[src/rtl/rr_op_sequencer_if.sv]
// Handshake and control bundle between the T-state sequencer and the phase-1 datapath.
// The sequencer side uses the slave modport; the stimulus/datapath side uses master.
interface rr_op_sequencer_if #(
  parameter int unsigned DATA_W  = 32,
  parameter int unsigned REG_CNT = 16,
  parameter int unsigned OPC_W   = 5
);
  logic               Start;
  logic               Mem_ready;
  logic [DATA_W-1:0]  IR_q;
  logic               PCout;
  logic               MARin;
  logic               IncPC;
  logic               Zin;
  logic               Zlowout;
  logic               Zhighout;
  logic               PCin;
  logic               Read;
  logic               MDRin;
  logic               MDRout;
  logic               IRin;
  logic               Yin;
  logic               HIin;
  logic               LOin;
  logic [REG_CNT-1:0] Reg_out;
  logic [REG_CNT-1:0] Reg_in;
  logic [OPC_W-1:0]   ALU_op;
  logic               Busy;
  logic               Done;
  logic               Illegal;

  modport master (
    output Start, Mem_ready, IR_q,
    input  PCout, MARin, IncPC, Zin, Zlowout, Zhighout, PCin, Read, MDRin, MDRout, IRin,
    input  Yin, HIin, LOin, Reg_out, Reg_in, ALU_op, Busy, Done, Illegal
  );

  modport slave (
    input  Start, Mem_ready, IR_q,
    output PCout, MARin, IncPC, Zin, Zlowout, Zhighout, PCin, Read, MDRin, MDRout, IRin,
    output Yin, HIin, LOin, Reg_out, Reg_in, ALU_op, Busy, Done, Illegal
  );
endinterface

[src/rtl/rr_op_sequencer.sv]
// Moore T-state sequencer for register-register ALU instructions (fetch T0-T2, execute T3-T5).
// Define RR_SEQ_MULDIV_EN to add MUL/DIV with the extra T6 HI-register write.
module rr_op_sequencer #(
  parameter int unsigned DATA_W  = 32,
  parameter int unsigned REG_CNT = 16,
  parameter int unsigned SEL_W   = 4,
  parameter int unsigned OPC_W   = 5
) (
  input  logic          Clock,
  input  logic          Clear,
  rr_op_sequencer_if.slave bus
);

  typedef enum logic [2:0] {StIdle, StT0, StT1, StT2, StT3, StT4, StT5, StT6} state_e;

  localparam int unsigned RaLsb = DATA_W - OPC_W - SEL_W;
  localparam int unsigned RbLsb = RaLsb - SEL_W;
  localparam int unsigned RcLsb = RbLsb - SEL_W;

  localparam logic [OPC_W-1:0] OpAdd = OPC_W'(5'b00011);
  localparam logic [OPC_W-1:0] OpSub = OPC_W'(5'b00100);
  localparam logic [OPC_W-1:0] OpShr = OPC_W'(5'b00101);
  localparam logic [OPC_W-1:0] OpShl = OPC_W'(5'b00110);
  localparam logic [OPC_W-1:0] OpRor = OPC_W'(5'b00111);
  localparam logic [OPC_W-1:0] OpRol = OPC_W'(5'b01000);
  localparam logic [OPC_W-1:0] OpAnd = OPC_W'(5'b01001);
  localparam logic [OPC_W-1:0] OpOr  = OPC_W'(5'b01010);
`ifdef RR_SEQ_MULDIV_EN
  localparam logic [OPC_W-1:0] OpMul = OPC_W'(5'b01110);
  localparam logic [OPC_W-1:0] OpDiv = OPC_W'(5'b01111);
`endif

  state_e state_q, state_d;
  logic   done_q, done_d;
  logic   illegal_q, illegal_d;

  logic [OPC_W-1:0] opcode;
  logic [SEL_W-1:0] ra, rb, rc;
  logic             is_alu, is_muldiv;

  assign opcode = bus.IR_q[DATA_W-1 -: OPC_W];
  assign ra     = bus.IR_q[RaLsb +: SEL_W];
  assign rb     = bus.IR_q[RbLsb +: SEL_W];
  assign rc     = bus.IR_q[RcLsb +: SEL_W];

  // Field values at or beyond REG_CNT match no bit, leaving the bus all zero.
  function automatic logic [REG_CNT-1:0] onehot(input logic [SEL_W-1:0] sel);
    logic [REG_CNT-1:0] oh;
    for (int i = 0; i < REG_CNT; i++) begin
      oh[i] = (int'(sel) == i);
    end
    return oh;
  endfunction

  always_comb begin
    is_alu = 1'b0;
    case (opcode)
      OpAdd, OpSub, OpShr, OpShl, OpRor, OpRol, OpAnd, OpOr: is_alu = 1'b1;
      default: is_alu = 1'b0;
    endcase
  end

`ifdef RR_SEQ_MULDIV_EN
  assign is_muldiv = (opcode == OpMul) || (opcode == OpDiv);
`else
  assign is_muldiv = 1'b0;
`endif

  always_comb begin
    state_d   = state_q;
    done_d    = 1'b0;
    illegal_d = 1'b0;
    case (state_q)
      StIdle: if (bus.Start) state_d = StT0;
      StT0:   state_d = StT1;
      StT1:   if (bus.Mem_ready) state_d = StT2;
      StT2:   state_d = StT3;
      StT3: begin
        if (is_alu || is_muldiv) begin
          state_d = StT4;
        end else begin
          state_d   = StIdle;
          illegal_d = 1'b1;
        end
      end
      StT4:   state_d = StT5;
      StT5: begin
        if (is_muldiv) begin
          state_d = StT6;
        end else begin
          state_d = StIdle;
          done_d  = 1'b1;
        end
      end
`ifdef RR_SEQ_MULDIV_EN
      StT6: begin
        state_d = StIdle;
        done_d  = 1'b1;
      end
`endif
      default: state_d = StIdle;
    endcase
  end

  always_ff @(posedge Clock or negedge Clear) begin
    if (!Clear) begin
      state_q   <= StIdle;
      done_q    <= 1'b0;
      illegal_q <= 1'b0;
    end else begin
      state_q   <= state_d;
      done_q    <= done_d;
      illegal_q <= illegal_d;
    end
  end

  always_comb begin
    bus.PCout    = 1'b0;
    bus.MARin    = 1'b0;
    bus.IncPC    = 1'b0;
    bus.Zin      = 1'b0;
    bus.Zlowout  = 1'b0;
    bus.Zhighout = 1'b0;
    bus.PCin     = 1'b0;
    bus.Read     = 1'b0;
    bus.MDRin    = 1'b0;
    bus.MDRout   = 1'b0;
    bus.IRin     = 1'b0;
    bus.Yin      = 1'b0;
    bus.HIin     = 1'b0;
    bus.LOin     = 1'b0;
    bus.Reg_out  = '0;
    bus.Reg_in   = '0;
    bus.ALU_op   = '0;
    case (state_q)
      StT0: begin
        bus.PCout = 1'b1;
        bus.MARin = 1'b1;
        bus.IncPC = 1'b1;
        bus.Zin   = 1'b1;
      end
      StT1: begin
        // PC loads only in the exit cycle so a stretched read does not re-load it.
        bus.Zlowout = 1'b1;
        bus.PCin    = bus.Mem_ready;
        bus.Read    = 1'b1;
        bus.MDRin   = 1'b1;
      end
      StT2: begin
        bus.MDRout = 1'b1;
        bus.IRin   = 1'b1;
      end
      StT3: begin
        if (is_alu || is_muldiv) begin
          bus.Reg_out = onehot(rb);
          bus.Yin     = 1'b1;
        end
      end
      StT4: begin
        bus.Reg_out = onehot(rc);
        bus.Zin     = 1'b1;
        bus.ALU_op  = opcode;
      end
      StT5: begin
        bus.Zlowout = 1'b1;
`ifdef RR_SEQ_MULDIV_EN
        if (is_muldiv) bus.LOin = 1'b1;
        else           bus.Reg_in = onehot(ra);
`else
        bus.Reg_in = onehot(ra);
`endif
      end
`ifdef RR_SEQ_MULDIV_EN
      StT6: begin
        bus.Zhighout = 1'b1;
        bus.HIin     = 1'b1;
      end
`endif
      default: ;
    endcase
  end

  assign bus.Busy    = (state_q != StIdle);
  assign bus.Done    = done_q;
  assign bus.Illegal = illegal_q;

endmodule

[src/flat_wrapper.sv]
// flat-port wrapper written by rule: the top's interface ports become plain ports
module rr_op_sequencer_flat 
#(
  parameter int unsigned DATA_W  = 32,
  parameter int unsigned REG_CNT = 16,
  parameter int unsigned SEL_W   = 4,
  parameter int unsigned OPC_W   = 5
)
  (Clock, Clear, bus_Start, bus_Mem_ready, bus_IR_q, bus_PCout, bus_MARin, bus_IncPC, bus_Zin, bus_Zlowout, bus_Zhighout, bus_PCin, bus_Read, bus_MDRin, bus_MDRout, bus_IRin, bus_Yin, bus_HIin, bus_LOin, bus_Reg_out, bus_Reg_in, bus_ALU_op, bus_Busy, bus_Done, bus_Illegal);
  rr_op_sequencer_if #(.DATA_W(DATA_W), .REG_CNT(REG_CNT), .OPC_W(OPC_W)) bus_i ();
  input  logic Clock;
  input  logic Clear;
  input wire logic [$bits(bus_i.Start)-1:0] bus_Start;
  input wire logic [$bits(bus_i.Mem_ready)-1:0] bus_Mem_ready;
  input wire logic [$bits(bus_i.IR_q)-1:0] bus_IR_q;
  output wire logic [$bits(bus_i.PCout)-1:0] bus_PCout;
  output wire logic [$bits(bus_i.MARin)-1:0] bus_MARin;
  output wire logic [$bits(bus_i.IncPC)-1:0] bus_IncPC;
  output wire logic [$bits(bus_i.Zin)-1:0] bus_Zin;
  output wire logic [$bits(bus_i.Zlowout)-1:0] bus_Zlowout;
  output wire logic [$bits(bus_i.Zhighout)-1:0] bus_Zhighout;
  output wire logic [$bits(bus_i.PCin)-1:0] bus_PCin;
  output wire logic [$bits(bus_i.Read)-1:0] bus_Read;
  output wire logic [$bits(bus_i.MDRin)-1:0] bus_MDRin;
  output wire logic [$bits(bus_i.MDRout)-1:0] bus_MDRout;
  output wire logic [$bits(bus_i.IRin)-1:0] bus_IRin;
  output wire logic [$bits(bus_i.Yin)-1:0] bus_Yin;
  output wire logic [$bits(bus_i.HIin)-1:0] bus_HIin;
  output wire logic [$bits(bus_i.LOin)-1:0] bus_LOin;
  output wire logic [$bits(bus_i.Reg_out)-1:0] bus_Reg_out;
  output wire logic [$bits(bus_i.Reg_in)-1:0] bus_Reg_in;
  output wire logic [$bits(bus_i.ALU_op)-1:0] bus_ALU_op;
  output wire logic [$bits(bus_i.Busy)-1:0] bus_Busy;
  output wire logic [$bits(bus_i.Done)-1:0] bus_Done;
  output wire logic [$bits(bus_i.Illegal)-1:0] bus_Illegal;
  assign bus_i.Start = bus_Start;
  assign bus_i.Mem_ready = bus_Mem_ready;
  assign bus_i.IR_q = bus_IR_q;
  assign bus_PCout = bus_i.PCout;
  assign bus_MARin = bus_i.MARin;
  assign bus_IncPC = bus_i.IncPC;
  assign bus_Zin = bus_i.Zin;
  assign bus_Zlowout = bus_i.Zlowout;
  assign bus_Zhighout = bus_i.Zhighout;
  assign bus_PCin = bus_i.PCin;
  assign bus_Read = bus_i.Read;
  assign bus_MDRin = bus_i.MDRin;
  assign bus_MDRout = bus_i.MDRout;
  assign bus_IRin = bus_i.IRin;
  assign bus_Yin = bus_i.Yin;
  assign bus_HIin = bus_i.HIin;
  assign bus_LOin = bus_i.LOin;
  assign bus_Reg_out = bus_i.Reg_out;
  assign bus_Reg_in = bus_i.Reg_in;
  assign bus_ALU_op = bus_i.ALU_op;
  assign bus_Busy = bus_i.Busy;
  assign bus_Done = bus_i.Done;
  assign bus_Illegal = bus_i.Illegal;
  rr_op_sequencer #(.DATA_W(DATA_W), .REG_CNT(REG_CNT), .SEL_W(SEL_W), .OPC_W(OPC_W)) u_core (.Clock(Clock), .Clear(Clear), .bus(bus_i));
endmodule
[config.mk]
export PLATFORM = sky130hd
export DESIGN_NAME = rr_op_sequencer_flat
export DESIGN_NICKNAME = d
export VERILOG_FILES = /design/src/rtl/rr_op_sequencer_if.sv /design/src/rtl/rr_op_sequencer.sv /design/src/flat_wrapper.sv
export SDC_FILE = /design/constraint.sdc
export NUM_CORES = 1
export LEC_CHECK = 0
export CORE_MARGIN = 5
export CORE_UTILIZATION = 29
export DETAILED_ROUTE_END_ITERATION = 8
export PLACE_DENSITY = 0.95
export SLEW_MARGIN = 20
export SYNTH_ARGS = -nofsm -noshare
export SYNTH_HDL_FRONTEND = slang
export SYNTH_SLANG_ARGS = --single-unit
[constraint.sdc]
create_clock -name Clock -period 5.8 [get_ports Clock]
set_clock_uncertainty 0.05 [all_clocks]
set_input_delay 1.74 -clock Clock [delete_from_list [all_inputs] [get_ports Clock]]
set_output_delay 1.74 -clock Clock [all_outputs]
set_load 0.005 [all_outputs]
==> flow_metrics.env, run 1 <==
export IMPL_finalSetupViolCount=0
export IMPL_drtIter0Drc=41
export IMPL_viasPerCell=5.13
export IMPL_grt_pass1_vias=952
export IMPL_gp_congestion=0.870
export IMPL_drcViolationCount=0
export IMPL_hpwlAfterDp_um=2470
export IMPL_dp_slack_ps=352
export IMPL_yosys_area_top_type="dfrtp_1"
export IMPL_netlist_area_um2=771
export IMPL_cts_reportedPaths_clkPinSlew_ps=50
export IMPL_cts_setup_buffers=0
export IMPL_ys_warnings_count=0
export IMPL_drt_wirelength_per_cell_um=14.4
export IMPL_maxCapViolCount=0
export IMPL_crit_type="in2out"
export IMPL_design_portCount=90
export IMPL_power_frac_clock_pct=14.9
export IMPL_status="completed"
export IMPL_hold_violations=0
export IMPL_internal_power_uw=181
export IMPL_synth_ff_type="dfrtp_1"
export IMPL_crit_start="bus_IR_q[27]"
export IMPL_syn_inst=109
export IMPL_setup_slack_ps=345
export IMPL_insertion_delay_ps=250
export IMPL_ys_seq_area_share_pct=16.2
export IMPL_endpoint_kind="output pin"
export IMPL_regToRegStartpoint="u_core.state_q[1]"
export IMPL_holdPathStages=1
export IMPL_grt_first_pass_wirelength_um=4240
export IMPL_num_antenna_cells=0
export IMPL_cts_resized=0
export IMPL_ys_ff_latch=5
export IMPL_min_delay_worst_endpoint="u_core.state_q[0]"
export IMPL_r2r_end="u_core.state_q[1]"
export IMPL_rows=18
export IMPL_finalNetCount=212
export IMPL_wirelength_um=2950
export IMPL_clkSinkCount=5
export IMPL_grt_start_max_net_pins=11
export IMPL_cts_buffer_depth=2
export IMPL_finalPower_uw=283
export IMPL_slowest_delay_ps=550
export IMPL_cts_hold_buf=0
export IMPL_cp_arrival_ps=3670
export IMPL_dr_pass1_iters=4
export IMPL_die_width_um=61.6
export IMPL_yosysTopAreaCellShare_pct=16.2
export IMPL_synth_edf_count=0
export IMPL_numPortBuffers=71
export IMPL_powerDensity_mw_per_mm2=193
export IMPL_switching_share_pct=36.1
export IMPL_synth_avg_cell_area_um2=7.07
export IMPL_crit_family="buffers and inverters"
export IMPL_antenna_found_initial=0
export IMPL_path_max_fanout=6
export IMPL_die_area_mm2=0.00379
export IMPL_overflow=0
export IMPL_p_switching_uw=102
export IMPL_numCtsBuffers=3
export IMPL_core_mm2=0.00250
export IMPL_cts_tree="done"
export IMPL_tns_ps=0
export IMPL_htree_levels=1
export IMPL_timing_critical_path_buf_inv=2
export IMPL_slew_violations=0
export IMPL_p_seq_share_pct=24.7
export IMPL_crit_slowest_cell="clkdlybuf4s50_1"
export IMPL_cp_required_ps=4010
export IMPL_peakVddDrop_mv=0.192
export IMPL_holdCritPathClass="reg2reg"
export IMPL_cp_cell_sequence="clkdlybuf4s50_1, a21oi_1, xnor2_2, nand3_2, o32ai_1, clkdlybuf4s50_1"
export IMPL_drtAntennaViolNets=0
export IMPL_cts_root_buf="clkbuf_4"
export IMPL_die_h_um=61.6
export IMPL_min_from="u_core.state_q[0]"
export IMPL_r2r_slack_ps=4580
export IMPL_rr_worst_depth=3
export IMPL_p_leak_nw=0.532
export IMPL_fin_crit_sh_pct=94.1
export IMPL_synth_area_leaders="dfrtp_1 16%, o22ai_1 11%, nor2_1 9.7%"
export IMPL_gr_usage_all_layers_pct=14.7
export IMPL_fin_crit_ps=5460
export IMPL_drive_gt1_share_pct=9.14
export IMPL_fmax_mhz=183
export IMPL_synth_async_reset_ratio_pct=100
export IMPL_p_comb_share_pct=60.4
export IMPL_cp_start_kind="primary input"
export IMPL_cp_num_cells=6
export IMPL_start_util_pct=30.8
export IMPL_cp_common_cell="clkdlybuf4s50_1"
export IMPL_rsz0062_at_grt="false"
export IMPL_synth_cell_types=31
export IMPL_syn2layout_area_growth_pct=90.6
export IMPL_via_count=1052
==> placed cells by master, fill, tap and decap left out <==
cell type        instances
a21boi_0                 1
nor3_1                   3
or4_4                    1
or3_2                    1
o22ai_1                 13
clkbuf_4                 3
nand3b_1                 4
or2_2                    4
nand3_1                  3
nor3_2                   1
conb_1                   3
nand2b_1                 9
nand3_2                  1
a21oi_1                  2
or3_4                    1
nor2_1                  20
and2b_2                  1
o32ai_1                  3
nor2b_1                  2
clkdlybuf4s50_1         71
and3b_2                  1
xnor2_2                  1
mux2i_1                  1
clkbuf_1                 1
nand4b_1                 1
nor3b_4                  1
and2_1                   5
inv_1                    3
dfrtp_1                  5
nand4_1                  2
nand2_1                  7
==> worst reg2reg max path, delay by kind of cell, from the launching register on <==
| family | cells | cell delay (ps) |
|---|---|---|
| flops | 1 | 490 |
| simple gates | 3 | 570 |
==> registers in the layout, summed over array words and instances (netlist names) <==
| name | flops |
|---|---|
| u_core.bus.Done | 1 |
| u_core.state_q | 3 |
| u_core.bus.Illegal | 1 |
==> final cells by class <==
type                    count  area (um2)
repair buffers             71         711
multi-input cells          92         558
fillers                   208        1030
flip-flops and latches      5         125
inverters                   3        11.3
well taps                  30        37.5
clock buffers               4        26.3
==> how the worst max path moves through the flow <==
stage | endpoint | slack (ps)
2_1_floorplan | bus_Reg_out[2] | 1410
3_5_place_dp | bus_Reg_out[10] | 350
5_1_grt | bus_Reg_out[10] | 230
6_report | bus_Reg_out[10] | 340
4_1_cts | bus_Reg_out[10] | 350
3_3_place_gp | bus_Reg_out[2] | 370
==> synth_stat cells, types with 2 or more instances <==
cell type	n
a21oi_1	2
nor2_1	20
or2_2	4
nand2b_1	9
nor3_1	3
o22ai_1	13
inv_1	3
and2_1	5
nor2b_1	2
nand3b_1	4
nand4_1	2
nand3_1	3
o32ai_1	3
nand2_1	7
buf_4	9
dfrtp_1	5
==> kinds of logic after synthesis <==
group	count (synthesis)	synth area share, %
simple gates	68	51.3
compound gates	19	16.2
buf+inv	14	12.3
flops	5	16.2
xor+xnor	1	2.11
mux	1	1.30
other cells	1	0.487
==> per-stage QoR <==
| step | cell area (um2) | instances | hold WS [ps] | util (%) |
|---|---|---|---|---|
| 6_report | 1470 | 205 | 614 | 58.8 |
| 3_5_place_dp | 1440 | 201 | 586 | 57.7 |
| 5_1_grt | 1470 | 205 | 643 | 58.8 |
| 2_1_floorplan | 778 | 111 | 487 | - |
| 3_3_place_gp | 1440 | 201 | 584 | 57.7 |
| 4_1_cts | 1470 | 205 | 596 | 58.8 |
==> power by group through the flow <==
stage	Sequential [mW]	Combinational [mW]	Clock, mW
after floorplan	0.0499	0.114	0
after global placement	0.0696	0.170	0
after detailed placement	0.0697	0.173	0
after CTS	0.0693	0.174	0.0448
after global routing	0.0732	0.187	0.0469
final	0.0699	0.171	0.0423
==> routing by layer <==
metal  vias to the layer above  track usage (%)  part of all wire [%]
met1                       485             16.8                    36
met3                         4             1.68                   7.5
met5                         -                0                     0
met2                        52             25.6                    55
li1                        511                -                     -
met4                         0             10.0                   1.2
Note: power is estimated with default switching activity, not from simulation.
==> run 2: changes to the inputs <==
--- a/config.mk
+++ b/config.mk
@@ -5,7 +5,8 @@
 export SDC_FILE = /design/constraint.sdc
 export NUM_CORES = 1
 export LEC_CHECK = 0
-export CORE_MARGIN = 5
+export CORE_ASPECT_RATIO = 1.5
+export CORE_MARGIN = 2
 export CORE_UTILIZATION = 29
 export DETAILED_ROUTE_END_ITERATION = 8
 export PLACE_DENSITY = 0.95
==> run 2 against run 1 <==
Net effect:
- global-route usage is 3.2 points higher
- register-to-register slack is essentially flat
- clock power decreased by 5.0%
- total power down 0.31%
- clock-buffer cell count unchanged
- hold slack lost 20 ps
- cell area down 0.51%
- sequential share of layout area hardly changed
- die area is 18% lower
- critical endpoint is now bus_Reg_out[6]
==> flow_metrics.env, run 2 (synthesis gave the netlist of run 1 again) <==
export IMPL_wirelength_um=2780
export IMPL_cts_buffer_depth=2
export IMPL_grt_pass1_vias=980
export IMPL_drive_gt1_share_pct=9.14
export IMPL_largest_reg_flops=3
export IMPL_rsz0062_at_grt="false"
export IMPL_crit_slowest_cell="clkdlybuf4s50_1"
export IMPL_antenna_found_initial=0
export IMPL_stdcell_count=199
export IMPL_cp_arrival_ps=3680
export IMPL_clkSinkCount=5
export IMPL_num_antenna_cells=0
export IMPL_status="completed"
export IMPL_numCtsBuffers=3
export IMPL_mostFrequentLayoutCell="clkdlybuf4s50_1"
export IMPL_finalSetupViolCount=0
export IMPL_cts_resized=0
export IMPL_finalNetCount=212
export IMPL_overflow=0
export IMPL_r2r_slack_ps=4570
export IMPL_cp_common_cell="clkdlybuf4s50_1"
export IMPL_final_fill_count=228
export IMPL_core_mm2=0.00248
export IMPL_via_count=1040
export IMPL_start_util_pct=31.1
export IMPL_cp_cell_sequence="clkdlybuf4s50_1, a21oi_1, xnor2_2, nand3_2, o32ai_1, clkdlybuf4s50_1"
export IMPL_cts_setup_buffers=0
export IMPL_die_h_um=67.1
export IMPL_endpoint_kind="output pin"
export IMPL_path_max_fanout=6
export IMPL_htree_levels=1
export IMPL_r2r_end="u_core.state_q[1]"
export IMPL_endpoint="bus_Reg_out[6]"
export IMPL_mostFrequentLayoutCells="71 x clkdlybuf4s50_1, 20 x nor2_1, 13 x o22ai_1"
export IMPL_drtIter0Drc=23
export IMPL_hold_violations=0
export IMPL_cts_tree="done"
export IMPL_fin_crit_sh_pct=94.2
export IMPL_cts_root_buf="clkbuf_4"
export IMPL_holdCritPathClass="reg2reg"
export IMPL_drcViolationCount=0
export IMPL_dp_slack_ps=320
export IMPL_peakVddDrop_mv=0.165
export IMPL_cp_num_cells=6
export IMPL_finalCoreUtilization_pct=59.0
export IMPL_slowest_delay_ps=560
export IMPL_gp_congestion=0.835
export IMPL_regToRegStartpoint="u_core.state_q[1]"
export IMPL_numPortBuffers=71
export IMPL_die_width_um=46.1
export IMPL_insertion_delay_ps=240
export IMPL_dp_cells=195
export IMPL_design_portCount=90
export IMPL_cts_hold_buf=0
export IMPL_die_area_mm2=0.00309
export IMPL_fmax_mhz=183
export IMPL_slew_violations=0
export IMPL_grt_start_max_net_pins=11
export IMPL_hpwlAfterDp_um=2290
export IMPL_top_register="u_core.state_q"
export IMPL_drtAntennaViolNets=0
export IMPL_timing_critical_path_buf_inv=2
export IMPL_setup_slack_ps=334
export IMPL_crit_start="bus_IR_q[28]"
export IMPL_maxCapViolCount=0
export IMPL_tns_ps=0
export IMPL_whs_ps=594
export IMPL_crit_type="in2out"
export IMPL_grt_first_pass_wirelength_um=4280
export IMPL_cp_required_ps=4010
export IMPL_drt_wirelength_per_cell_um=14.0
export IMPL_crit_family="buffers and inverters"
export IMPL_powerDensity_mw_per_mm2=193
export IMPL_gr_usage_all_layers_pct=18.0
export IMPL_fin_crit_ps=5470
export IMPL_p_leak_nw=0.532
export IMPL_rr_worst_depth=3
export IMPL_syn2layout_area_growth_pct=89.6
export IMPL_dr_pass1_iters=4
export IMPL_cts_reportedPaths_clkPinSlew_ps=40
export IMPL_viasPerCell=5.23
export IMPL_rows=22
export IMPL_cp_start_kind="primary input"
[run 2: cell type report]
| cell class | instances | area, um2 | share of cell area, % |
|---|---|---|---|
| Inverter | 3 | 11.3 | 0.771 |
| Clock buffer | 4 | 26.3 | 1.80 |
| Multi-Input combinational cell | 92 | 558 | 38.2 |
| Sequential cell | 5 | 125 | 8.56 |
| Tap cell | 24 | 30.0 | 2.05 |
| Timing Repair Buffer | 71 | 711 | 48.6 |
[run 2: stage by stage]
step	area, um2	power (mW)
after floorplan	778	0.164
after global placement	1440	0.240
after detailed placement	1440	0.243
after CTS	1460	0.285
after global routing	1460	0.304
final	1460	0.282
[run 2: power breakdown]
part / internal, mW / switching (mW) / total (mW)
combinational: 0.109 / 0.0632 / 0.172
sequential: 0.0459 / 0.0239 / 0.0699
clock: 0.0260 / 0.0142 / 0.0402
[run 2: worst min-delay path by stage]
| stage | slack (ps) | endpoint | cells after the start | from |
|---|---|---|---|---|
| after global routing | 630 | u_core.state_q[0] | 1 | u_core.state_q[0] |
| final | 590 | u_core.state_q[0] | 1 | u_core.state_q[0] |
| after global placement | 570 | u_core.state_q[0] | 1 | u_core.state_q[0] |
| after floorplan | 490 | u_core.state_q[0] | 2 | u_core.state_q[0] |
| after CTS | 590 | u_core.state_q[0] | 1 | u_core.state_q[0] |
| after detailed placement | 580 | u_core.state_q[0] | 1 | u_core.state_q[0] |
[run 2: worst register-to-register path, stage by stage, from the launching register on]
cell,delay (ps)
dfrtp_1,490
nor2b_1,200
and2b_2,240
nand2b_1,140
[run 2: metal layers]
layer  wire length (um)  vias to the layer above  GRT usage (%)
met4                 16                        0           5.71
li1                   -                      513              -
met1               1060                      479           20.3
met3                126                        2           1.60
met5                  0                        -              0
met2               1580                       46           33.7
==> run 3: changes to the inputs <==
--- a/config.mk
+++ b/config.mk
@@ -5,7 +5,7 @@
 export SDC_FILE = /design/constraint.sdc
 export NUM_CORES = 1
 export LEC_CHECK = 0
-export CORE_ASPECT_RATIO = 1.5
+export CORE_ASPECT_RATIO = 0.75
 export CORE_MARGIN = 2
 export CORE_UTILIZATION = 29
 export DETAILED_ROUTE_END_ITERATION = 8
==> run 3 against run 2 <==
Net effect:
- via count shrank 0.77%
- global-route usage shrank 0.91 points
- die area shrank 0.13%
- critical path depth is the same
- sequential share of layout area shrank 0.087 points
- largest cell class unchanged
==> flow_metrics.env, run 3 (synthesis gave the netlist of run 1 again) <==
export IMPL_status="completed"
export IMPL_cts_resized=0
export IMPL_cp_start_kind="primary input"
export IMPL_die_area_mm2=0.00309
export IMPL_rows=16
export IMPL_cp_arrival_ps=3670
export IMPL_insertion_delay_ps=250
export IMPL_overflow=0
export IMPL_cp_cell_sequence="clkdlybuf4s50_1, a21oi_1, xnor2_2, nand3_2, o32ai_1, clkdlybuf4s50_1"
export IMPL_hpwlAfterDp_um=2090
export IMPL_placed_area_mm2=0.00145
export IMPL_p_leak_nw=0.532
export IMPL_cp_common_cell="clkdlybuf4s50_1"
export IMPL_crit_family="buffers and inverters"
export IMPL_cts_reportedPaths_clkPinSlew_ps=40
export IMPL_largest_reg_flops=3
export IMPL_cts_root_buf="clkbuf_4"
export IMPL_holdCritPathClass="reg2reg"
export IMPL_stdcell_area_mm2=0.00148
export IMPL_hold_violations=0
export IMPL_drive_gt1_share_pct=9.14
export IMPL_via_count=1032
export IMPL_slowest_delay_ps=560
export IMPL_start_util_pct=30.1
export IMPL_endpoint_kind="output pin"
export IMPL_grt_first_pass_wirelength_um=4210
export IMPL_path_max_fanout=6
export IMPL_peakVddDrop_mv=0.187
export IMPL_crit_type="in2out"
export IMPL_fin_crit_ps=5460
export IMPL_slew_violations=0
export IMPL_mostFrequentLayoutCells="71 x clkdlybuf4s50_1, 20 x nor2_1, 13 x o22ai_1"
export IMPL_drcViolationCount=0
export IMPL_clkSinkCount=5
export IMPL_syn2layout_area_growth_pct=91.6
export IMPL_cts_tree="done"
export IMPL_htree_levels=1
export IMPL_fin_crit_sh_pct=94.2
export IMPL_holdPathStages=1
export IMPL_gp_congestion=0.834
export IMPL_grt_start_max_net_pins=11
export IMPL_rsz0062_at_grt="false"
export IMPL_timing_critical_path_buf_inv=2
export IMPL_maxCapViolCount=0
export IMPL_powerDensity_mw_per_mm2=190
export IMPL_design_portCount=90
export IMPL_numPortBuffers=71
export IMPL_wirelength_um=2530
export IMPL_numCtsBuffers=3
export IMPL_tns_ps=0
export IMPL_drt_wirelength_per_cell_um=12.0
export IMPL_cp_num_cells=6
export IMPL_cts_setup_buffers=0
export IMPL_antenna_found_initial=0
export IMPL_viasPerCell=4.89
export IMPL_cts_hold_buf=0
export IMPL_grt_pass1_vias=941
export IMPL_finalPower_uw=280
export IMPL_top_register="u_core.state_q"
export IMPL_finalNetCount=212
export IMPL_die_h_um=48.6
export IMPL_cp_required_ps=4010
export IMPL_gr_usage_all_layers_pct=17.1
export IMPL_cts_buffer_depth=2
export IMPL_dr_pass1_iters=4
export IMPL_crit_slowest_cell="clkdlybuf4s50_1"
export IMPL_num_antenna_cells=0
export IMPL_drtIter0Drc=41
export IMPL_fmax_mhz=183
export IMPL_finalSetupViolCount=0
export IMPL_drtAntennaViolNets=0
export IMPL_rr_worst_depth=3
export IMPL_die_width_um=63.5
export IMPL_core_mm2=0.00256
export IMPL_mostFrequentLayoutCell="clkdlybuf4s50_1"
[run 3: where the power goes]
part           internal, mW  total [mW]  switching (mW)
Combinational         0.109       0.169          0.0601
Sequential           0.0460      0.0694          0.0234
Clock                0.0261      0.0418          0.0157
[run 3: area by class of cell]
class | instances | area [um2]
fill | 249 | 1090
timing repair buffer | 71 | 711
multi-input combinational | 92 | 558
sequential | 5 | 125
tap | 36 | 45.0
clock buffer | 4 | 26.3
inverter | 3 | 11.3
[run 3: per-layer routing]
metal | GRT usage (%) | vias up | routed length [um]
li1 | - | 510 | -
met5 | 0 | - | 0
met3 | 4.19 | 5 | 202
met2 | 27.2 | 51 | 1220
met1 | 21.5 | 466 | 1070
met4 | 8.70 | 0 | 36
[run 3: stage by stage]
| stage | utilization [%] | setup slack (ps) | hold slack [ps] | instances |
|---|---|---|---|---|
| floorplan | - | 1410 | 487 | 111 |
| global placement | 56.6 | 345 | 588 | 207 |
| detailed placement | 56.6 | 324 | 584 | 207 |
| CTS | 57.6 | 320 | 592 | 211 |
| global route | 57.6 | 160 | 652 | 211 |
| finish | 57.6 | 338 | 594 | 211 |
[run 3: final timing paths]
| path | startpoint | end | slack (ps) |
|---|---|---|---|
| worst max-delay path | bus_IR_q[27] | bus_Reg_out[6] | 340 |
| worst min-delay path | u_core.state_q[0] | u_core.state_q[0] | 590 |
| worst max register to register | u_core.state_q[1] | u_core.state_q[1] | 4590 |
| worst min register to register | u_core.state_q[0] | u_core.state_q[0] | 590 |
| max in group asynchronous | Clear | u_core.state_q[0] | 3860 |
| min in group asynchronous | Clear | u_core.bus.Illegal | 1650 |
